### config.mk
export PLATFORM = sky130hd
export DESIGN_NAME = wav_mcuintf_mbox
export DESIGN_NICKNAME = d
export VERILOG_FILES = /design/src/rtl/wav_mcuintf_mbox.sv
export SDC_FILE = /design/constraint.sdc
export NUM_CORES = 1
export LEC_CHECK = 0
export ABC_CLOCK_PERIOD_IN_PS = 4250
export CORE_ASPECT_RATIO = 1.4
export CORE_MARGIN = 5
export CORE_UTILIZATION = 50
export CTS_CLUSTER_SIZE = 30
export DETAILED_ROUTE_END_ITERATION = 8
export GPL_ROUTABILITY_DRIVEN = 0
export PLACE_DENSITY = 0.79
export SYNTH_ARGS = -nofsm -noshare
export SYNTH_HDL_FRONTEND = slang
export SYNTH_SLANG_ARGS = --single-unit
### constraint.sdc
create_clock -name i_hclk -period 4.25 [get_ports i_hclk]
set_clock_uncertainty 0.05 [all_clocks]
set_input_delay 0.85 -clock i_hclk [delete_from_list [all_inputs] [get_ports i_hclk]]
set_output_delay 0.85 -clock i_hclk [all_outputs]
set_load 0.01 [all_outputs]
### src/rtl/wav_mcuintf_mbox.sv
// Host<->MCU mailbox: two {ID,DATA} message FIFOs behind a generic register port
// with level status, sticky overflow/underflow flags, flush and level IRQs.
module wav_mcuintf_mbox #(
  parameter int AWIDTH = 32,
  parameter int DWIDTH = 32,
  parameter int IDW    = 8,
  parameter int DEPTH  = 4
) (
  input  logic                     i_hclk,
  input  logic                     i_hreset,
  input  logic                     i_write,
  input  logic                     i_read,
  input  logic [AWIDTH-1:0]        i_addr,
  input  logic [DWIDTH-1:0]        i_wdata,
  output logic [DWIDTH-1:0]        o_rdata,
  output logic                     o_error,
  output logic                     o_ready,
  output logic                     o_h2m_irq,
  output logic                     o_m2h_irq,
  output logic [$clog2(DEPTH):0]   o_h2m_level,
  output logic [$clog2(DEPTH):0]   o_m2h_level
);

  localparam int LVLW = $clog2(DEPTH) + 1;
  localparam int PW   = $clog2(DEPTH);
  localparam int EW   = IDW + DWIDTH;

  typedef enum logic {ST_IDLE, ST_RESP} state_t;
  state_t state, state_nxt;

  logic [EW-1:0]   mem [2][DEPTH];
  logic [PW-1:0]   wr_ptr [2];
  logic [PW-1:0]   rd_ptr [2];
  logic [LVLW-1:0] level [2];
  logic [IDW-1:0]  id_stage [2];
  logic [1:0]      ovf, udf, full, empty;
  logic [1:0]      irq_en;

  logic [4:0] word;
  logic       dir;
  logic [2:0] reg_off;
  logic       active;
  logic       do_push, do_pop, do_id_wr, do_flush, do_clr, do_irq_wr, set_ovf, set_udf;
  logic [EW-1:0] head;

  logic unused_addr_bits;
  assign unused_addr_bits = ^{i_addr[AWIDTH-1:7], i_addr[1:0]};

  assign word    = i_addr[6:2];
  assign dir     = word[3];
  assign reg_off = word[2:0];
  assign head    = mem[dir][rd_ptr[dir]];

  always_comb begin
    for (int unsigned d = 0; d < 2; d++) begin
      full[d]  = (level[d] == LVLW'(DEPTH));
      empty[d] = (level[d] == '0);
    end
  end

  assign o_h2m_level = level[0];
  assign o_m2h_level = level[1];
  assign o_h2m_irq   = ~empty[0] & irq_en[0];
  assign o_m2h_irq   = ~empty[1] & irq_en[1];

  always_ff @(posedge i_hclk) begin
    if (!i_hreset) state <= ST_IDLE;
    else           state <= state_nxt;
  end

  // Request is still held during the response cycle, so the response state always returns to idle.
  always_comb begin
    state_nxt = state;
    case (state)
      ST_IDLE: if (i_write || i_read) state_nxt = ST_RESP;
      ST_RESP: state_nxt = ST_IDLE;
      default: state_nxt = ST_IDLE;
    endcase
  end

  // Response and commit strobes are decoded from the held request during the response cycle.
  always_comb begin
    active    = (state == ST_RESP) && i_hreset;
    o_ready   = 1'b0;
    o_error   = 1'b0;
    o_rdata   = '0;
    do_push   = 1'b0;
    do_pop    = 1'b0;
    do_id_wr  = 1'b0;
    do_flush  = 1'b0;
    do_clr    = 1'b0;
    do_irq_wr = 1'b0;
    set_ovf   = 1'b0;
    set_udf   = 1'b0;
    if (active) begin
      o_ready = 1'b1;
      if (word == 5'h10) begin
        if (i_write) do_irq_wr = 1'b1;
        else         o_rdata   = DWIDTH'(irq_en);
      end else if (word[4] || reg_off == 3'd7) begin
        o_error = 1'b1;
      end else begin
        case (reg_off)
          3'd0: if (i_write) do_id_wr = 1'b1;
                else         o_rdata  = DWIDTH'(id_stage[dir]);
          3'd1: if (!i_write)      o_error = 1'b1;
                else if (full[dir]) begin o_error = 1'b1; set_ovf = 1'b1; end
                else                do_push = 1'b1;
          3'd2: if (i_write)        o_error = 1'b1;
                else if (!empty[dir]) o_rdata = head[DWIDTH-1:0];
          3'd3: if (i_write)        o_error = 1'b1;
                else if (!empty[dir]) o_rdata = DWIDTH'(head[EW-1:DWIDTH]);
          3'd4: if (!i_write)       o_error = 1'b1;
                else if (empty[dir]) begin o_error = 1'b1; set_udf = 1'b1; end
                else                do_pop = 1'b1;
          3'd5: if (i_write) o_error = 1'b1;
                else o_rdata = DWIDTH'({udf[dir], ovf[dir], full[dir], empty[dir], level[dir]});
          3'd6: if (i_write) begin do_flush = i_wdata[0]; do_clr = i_wdata[1]; end
          default: o_error = 1'b1;
        endcase
      end
    end
  end

  always_ff @(posedge i_hclk) begin
    if (!i_hreset) begin
      wr_ptr   <= '{default: '0};
      rd_ptr   <= '{default: '0};
      level    <= '{default: '0};
      id_stage <= '{default: '0};
      ovf      <= '0;
      udf      <= '0;
      irq_en   <= '0;
    end else begin
      if (do_id_wr) id_stage[dir] <= i_wdata[IDW-1:0];
      if (do_push) begin
        wr_ptr[dir] <= wr_ptr[dir] + PW'(1);
        level[dir]  <= level[dir] + LVLW'(1);
      end
      if (do_pop) begin
        rd_ptr[dir] <= rd_ptr[dir] + PW'(1);
        level[dir]  <= level[dir] - LVLW'(1);
      end
      if (set_ovf) ovf[dir] <= 1'b1;
      if (set_udf) udf[dir] <= 1'b1;
      if (do_flush) begin
        wr_ptr[dir] <= '0;
        rd_ptr[dir] <= '0;
        level[dir]  <= '0;
      end
      if (do_clr) begin
        ovf[dir] <= 1'b0;
        udf[dir] <= 1'b0;
      end
      if (do_irq_wr) irq_en <= i_wdata[1:0];
    end
  end

  always_ff @(posedge i_hclk) begin
    if (do_push) mem[dir][wr_ptr[dir]] <= {id_stage[dir], i_wdata};
  end

endmodule
==> results of run 1 <==
==> critical path, cell delays in order <==
cell and delay [ns]:
clkdlybuf4s50_1 0.49, nand2_1 0.09, nor3_1 0.35, o21ai_1 0.30
nor2_1 0.30, o2bb2ai_1 0.19, clkdlybuf4s50_1 0.58
==> sequential cells by signal, indices dropped and copies added, names as in the netlist, named ones only <==
register and cells:
o_m2h_level 2, id_stage 16, irq_en 2, mem 320
o_h2m_level 2, wr_ptr 1, state 1
==> synthesized netlist by cell type, types with 7 or more instances <==
| library cell | instances |
|---|---|
| dfxtp_1 | 37 |
| nand3_1 | 15 |
| a21oi_1 | 72 |
| nor3_1 | 7 |
| buf_2 | 27 |
| nor2b_1 | 49 |
| edfxtp_1 | 320 |
| and3_1 | 10 |
| nand4_1 | 8 |
| o21ai_0 | 9 |
| clkbuf_1 | 18 |
| mux2i_1 | 97 |
| nand2_1 | 40 |
| ha_1 | 7 |
| buf_4 | 8 |
| mux4_2 | 24 |
| nor2_1 | 54 |
| a211oi_1 | 74 |
| mux2_2 | 12 |
==> layer usage <==
layer	up-vias	wire, um	GRT usage (%)
li1	3980	-	-
met3	62	1940	2.60
met1	4343	12200	23.4
met2	335	16700	34.2
met4	0	810	6.61
met5	-	0	0
==> report_power, final <==
group          total, uW  leakage, uW  switching (uW)  internal (uW)
registers           3810      0.00312            1.53           3810
logic                193      0.00189             117           76.0
clock network       3080     0.000563            1250           1830
==> per-stage QoR <==
stage               setup WS [ns]  utilization, %  area [sq um]  instances  hold slack (ns)
floorplan                   0.437               -         14800        968            0.381
global placement            0.198            55.6         16300       1408            0.389
detailed placement          0.222            55.6         16300       1408            0.396
CTS                         0.137            59.5         17400       1467            0.405
global route               0.0282            59.6         17400       1468            0.443
finish                      0.201            59.6         17400       1468            0.405
==> cell type report <==
| class | count | area (sq um) |
|---|---|---|
| clock inverter | 19 | 255 |
| timing repair buffer | 125 | 1290 |
| tap | 380 | 475 |
| sequential | 357 | 10400 |
| fill | 2161 | 11800 |
| clock buffer | 40 | 895 |
| inverter | 8 | 30.0 |
| multi-input combinational | 539 | 4130 |
==> worst max-delay path by stage <==
stage,startpoint,endpoint,slack (ns),cells after the start
floorplan,i_addr[5],mem[1][0],0.44,10
global placement,i_hreset,o_rdata[20],0.20,7
detailed placement,i_hreset,o_rdata[20],0.22,7
CTS,flip-flop,o_rdata[8],0.14,7
global route,i_hreset,o_rdata[6],0.03,7
finish,i_hreset,o_rdata[2],0.20,7
==> cells by family (layout without fill, tap and decap cells) <==
family                   count (synthesis)  after routing  synth area share [%]
buffers and inverters                   72            192                  2.63
AO/OA/AOI/OAI                          193            193                  8.68
multiplexers                           134            134                  11.2
adder cells (fa/ha/maj)                  7              7                 0.590
flip-flops                             357            357                  69.7
AND/OR/NAND/NOR                        205            205                  7.17
==> what timing repair did <==
item | CTS | global route
gates resized for setup | 0 | 1
setup buffers | 0 | 1
endpoints found under the hold margin | 0 | 0
setup endpoints to repair | 0 | 2
==> flow_metrics.env, run 1 <==
export IMPL_hold_viol=0
export IMPL_path_clk_slew_ns=0.06
export IMPL_worst_ep_arrival_time_ns=3.15
export IMPL_clk_path_buf_depth=3
export IMPL_synth_edf_count=320
export IMPL_yosysWarnings=0
export IMPL_synth_top_area_share_pct=64.8
export IMPL_vias=8720
export IMPL_area_growth_pct=17.5
export IMPL_grt_pass1_vias=8817
export IMPL_synth_ff_type="edfxtp_1"
export IMPL_path_class="primary input to output port"
export IMPL_dr_pass1_iters=5
export IMPL_row_count=74
export IMPL_syn_nets=1043
export IMPL_avgViaCountPerCell=5.94
export IMPL_synthTopCellsByArea="edfxtp_1, mux2i_1, dfxtp_1, a211oi_1, mux4_2"
export IMPL_hold_class="flip-flop to flip-flop"
export IMPL_setup_viol=0
export IMPL_grt_total_usage_pct=18.9
export IMPL_cts_sinks=357
export IMPL_die_h_um=214
export IMPL_reg2reg_depth=7
export IMPL_whs_path_depth=2
export IMPL_cp_max_fo=6
export IMPL_clk_latency_ns=0.51
export IMPL_ant_nets=0
export IMPL_ys_ff_latch=357
export IMPL_worstMarginPinSlew_ns=0.652
export IMPL_design_die_area_sq_um=33300
export IMPL_drc_errors=0
export IMPL_ios=110
export IMPL_dp_hpwl_um=18100
export IMPL_routed_wl_um=31600
export IMPL_grt_pass1_wl_um=49000
export IMPL_fp_dieW_um=156
export IMPL_synthCells=968
export IMPL_setup_tns_ns=0
export IMPL_antenna_found_initial=0
export IMPL_core_sq_um=29300
export IMPL_rsz0062_at_grt="false"
export IMPL_grt_overflow=0
export IMPL_peakVddDrop_uv=301
export IMPL_worstHoldStart="id_stage[12]"
export IMPL_worst_r2r_setup_slack_ns=1.43
export IMPL_drive_gt1_share_pct=14.3
export IMPL_root_buffer="clkbuf_16"
export IMPL_cts_buffers=34
export IMPL_max_cap_violations=0
export IMPL_cp_end_kind="output port"
export IMPL_grt_max_degree=55
export IMPL_initial_utilization_pct=50.7
export IMPL_final_cell_mix="edfxtp_1, mux2i_1, clkdlybuf4s50_1, a211oi_1, a21oi_1"
export IMPL_clock_fmax_mhz=247
export IMPL_avgSynthCellArea_sq_um=15.3
export IMPL_finalMaxSlewViolations=0
export IMPL_layout_nets=1140
export IMPL_power_density_nw_per_um2=406
export IMPL_required_ns=3.35
export IMPL_outcome="completed"
export IMPL_htree_levels=2
export IMPL_synthDistinctLibCells=62
export IMPL_holdBufCountCts=0
export IMPL_worstSetupStartpointType="primary input"
export IMPL_port_buffers=82
export IMPL_async_flop_share_pct=0
export IMPL_leakage_uw=0.00557
export IMPL_max_slew_margin_rel_pct=56.5
export IMPL_period_minus_slack_ns=4.05
export IMPL_detail_route_wl_per_cell_um=21.5
export IMPL_drt_iter0_markers=702
export IMPL_synth_top_area_cell="edfxtp_1"
export IMPL_diodes=0
export IMPL_min_period_over_period_pct=95.3
export IMPL_total_power_uw=7080
export IMPL_r2r_end="mem[0][126]"
export IMPL_syn_area_sq_um=14800
export IMPL_final_common_cell="edfxtp_1"
export IMPL_holdPathEnd="id_stage[12]"
export IMPL_ys_seq_area_share_pct=69.7
export IMPL_cts_tree="done"
Note: power is estimated with default switching activity, not from simulation.
==> run 2, diff against run 1 <==
Settings changed: RECOVER_POWER from default to 25.
==> run 2 against run 1 <==
Net effect:
- design area stayed put
- fmax is 0.23% lower
- critical endpoint unchanged
- largest power group unchanged
- critical path depth stayed put
==> flow_metrics.env, run 2 (synthesized netlist as in run 1, its figures left out) <==
export IMPL_detail_route_wl_per_cell_um=21.6
export IMPL_drt_iter0_markers=702
export IMPL_root_buffer="clkbuf_16"
export IMPL_clk_latency_ns=0.52
export IMPL_total_power_uw=7080
export IMPL_ios=110
export IMPL_path_class="primary input to output port"
export IMPL_worst_ep_arrival_time_ns=3.16
export IMPL_cts_buffers=34
export IMPL_min_period_over_period_pct=95.5
export IMPL_design_area_sq_um=17400
export IMPL_largest_reg_flops=320
export IMPL_cp_end_kind="output port"
export IMPL_period_minus_slack_ns=4.06
export IMPL_grt_max_degree=55
export IMPL_final_cell_mix="edfxtp_1, mux2i_1, a211oi_1, a21oi_1, clkdlybuf4s50_1"
export IMPL_setup_tns_ns=0
export IMPL_dp_hpwl_um=18100
export IMPL_routed_wl_um=31700
export IMPL_vias=8719
export IMPL_fin_hold_ws_ns=0.405
export IMPL_htree_levels=2
export IMPL_fp_dieW_um=156
export IMPL_grt_pass1_vias=8817
export IMPL_initial_utilization_pct=50.7
export IMPL_design_die_area_sq_um=33300
export IMPL_outcome="completed"
export IMPL_hold_class="flip-flop to flip-flop"
export IMPL_avgViaCountPerCell=5.94
export IMPL_path_delay_family="buffers and inverters"
export IMPL_port_buffers=82
export IMPL_fin_cells=1468
export IMPL_crit_top_cell="clkdlybuf4s50_1"
export IMPL_grt_total_usage_pct=18.9
export IMPL_grt_pass1_wl_um=49000
export IMPL_antenna_found_initial=2
export IMPL_peakVddDrop_uv=301
export IMPL_cts_sinks=357
export IMPL_worstMarginPinSlew_ns=0.650
export IMPL_diodes=0
export IMPL_required_ns=3.35
export IMPL_dp_cells=1408
export IMPL_die_h_um=214
export IMPL_final_common_cell="edfxtp_1"
export IMPL_layout_nets=1140
export IMPL_path_cells="clkdlybuf4s50_1 -> nand2_1 -> nor3_1 -> o21ai_1 -> nor2_1 -> o2bb2ai_1 -> clkdlybuf4s50_1"
export IMPL_hold_viol=0
export IMPL_clk_path_buf_depth=3
export IMPL_cts_tree="done"
export IMPL_slowest_stage="clkdlybuf4s50_1"
export IMPL_crit_path_max_incr_delay_ns=0.57
export IMPL_dr_pass1_iters=5
export IMPL_path_buf_inv=2
export IMPL_path_clk_slew_ns=0.06
export IMPL_row_count=74
export IMPL_cp_max_fo=6
export IMPL_leakage_uw=0.00558
export IMPL_area_growth_pct=17.5
export IMPL_holdBufCountCts=0
export IMPL_core_sq_um=29300
export IMPL_drc_errors=0
export IMPL_place_area_sq_um=16300
export IMPL_grt_overflow=0
export IMPL_max_cap_violations=0
export IMPL_setup_viol=0
export IMPL_clock_fmax_mhz=246
export IMPL_rsz0062_at_grt="false"
export IMPL_max_slew_margin_rel_pct=56.6
export IMPL_ant_nets=0
export IMPL_power_density_nw_per_um2=406
export IMPL_drive_gt1_share_pct=14.3
export IMPL_worstSetupStartpointType="primary input"
export IMPL_worstHoldStart="id_stage[12]"
export IMPL_finalMaxSlewViolations=0
export IMPL_crit_start="i_hreset"
run 2: path summary, 6_finish.rpt:
check | slack [ns] | to | cells after the start
worst min-delay path | 0.41 | id_stage[12] | 2
worst max register to register | 1.43 | mem[0][134] | 7
worst min register to register | 0.41 | id_stage[12] | 2
worst max-delay path | 0.19 | o_rdata[2] | 7
run 2: worst min-delay path, stage by stage (launching register included):
cell	delay (ns)
dfxtp_1	0.31
nand2_1	0.05
a21oi_1	0.05
run 2: power breakdown:
part / total, uW / switching (uW) / leakage (uW) / internal, uW
Sequential: 3810 / 1.51 / 0.00312 / 3810
Clock: 3080 / 1250 / 0.000563 / 1830
Combinational: 189 / 117 / 0.00189 / 71.8
run 2: routing by layer:
metal / routed length, um / vias up / track usage [%]
met2: 16700 / 327 / 34.2
met5: 21 / - / 0
met1: 12200 / 4342 / 23.4
met4: 796 / 4 / 6.61
met3: 1940 / 64 / 2.60
li1: - / 3982 / -
run 2: timing repair:
| action | in CTS | in global routing |
|---|---|---|
| endpoints found under the setup margin | 0 | 2 |
| gates resized for setup | 0 | 1 |
| endpoints found under the hold margin | 0 | 0 |
| buffers inserted | 0 | 1 |
run 2: layout make-up:
cell class                 instances  area [sq um]
timing repair buffer             125          1290
inverter                           8          30.0
sequential                       357         10400
multi-input combinational        539          4130
tap                              380           475
clock buffer                      40           895
fill                            2161         11800
clock inverter                    19           255
run 2: metrics by stage:
step / util, % / setup slack (ns)
after global routing: 59.6 / 0.0282
final: 59.6 / 0.192
after floorplan: - / 0.437
after detailed placement: 55.6 / 0.222
after global placement: 55.6 / 0.198
after CTS: 59.5 / 0.137
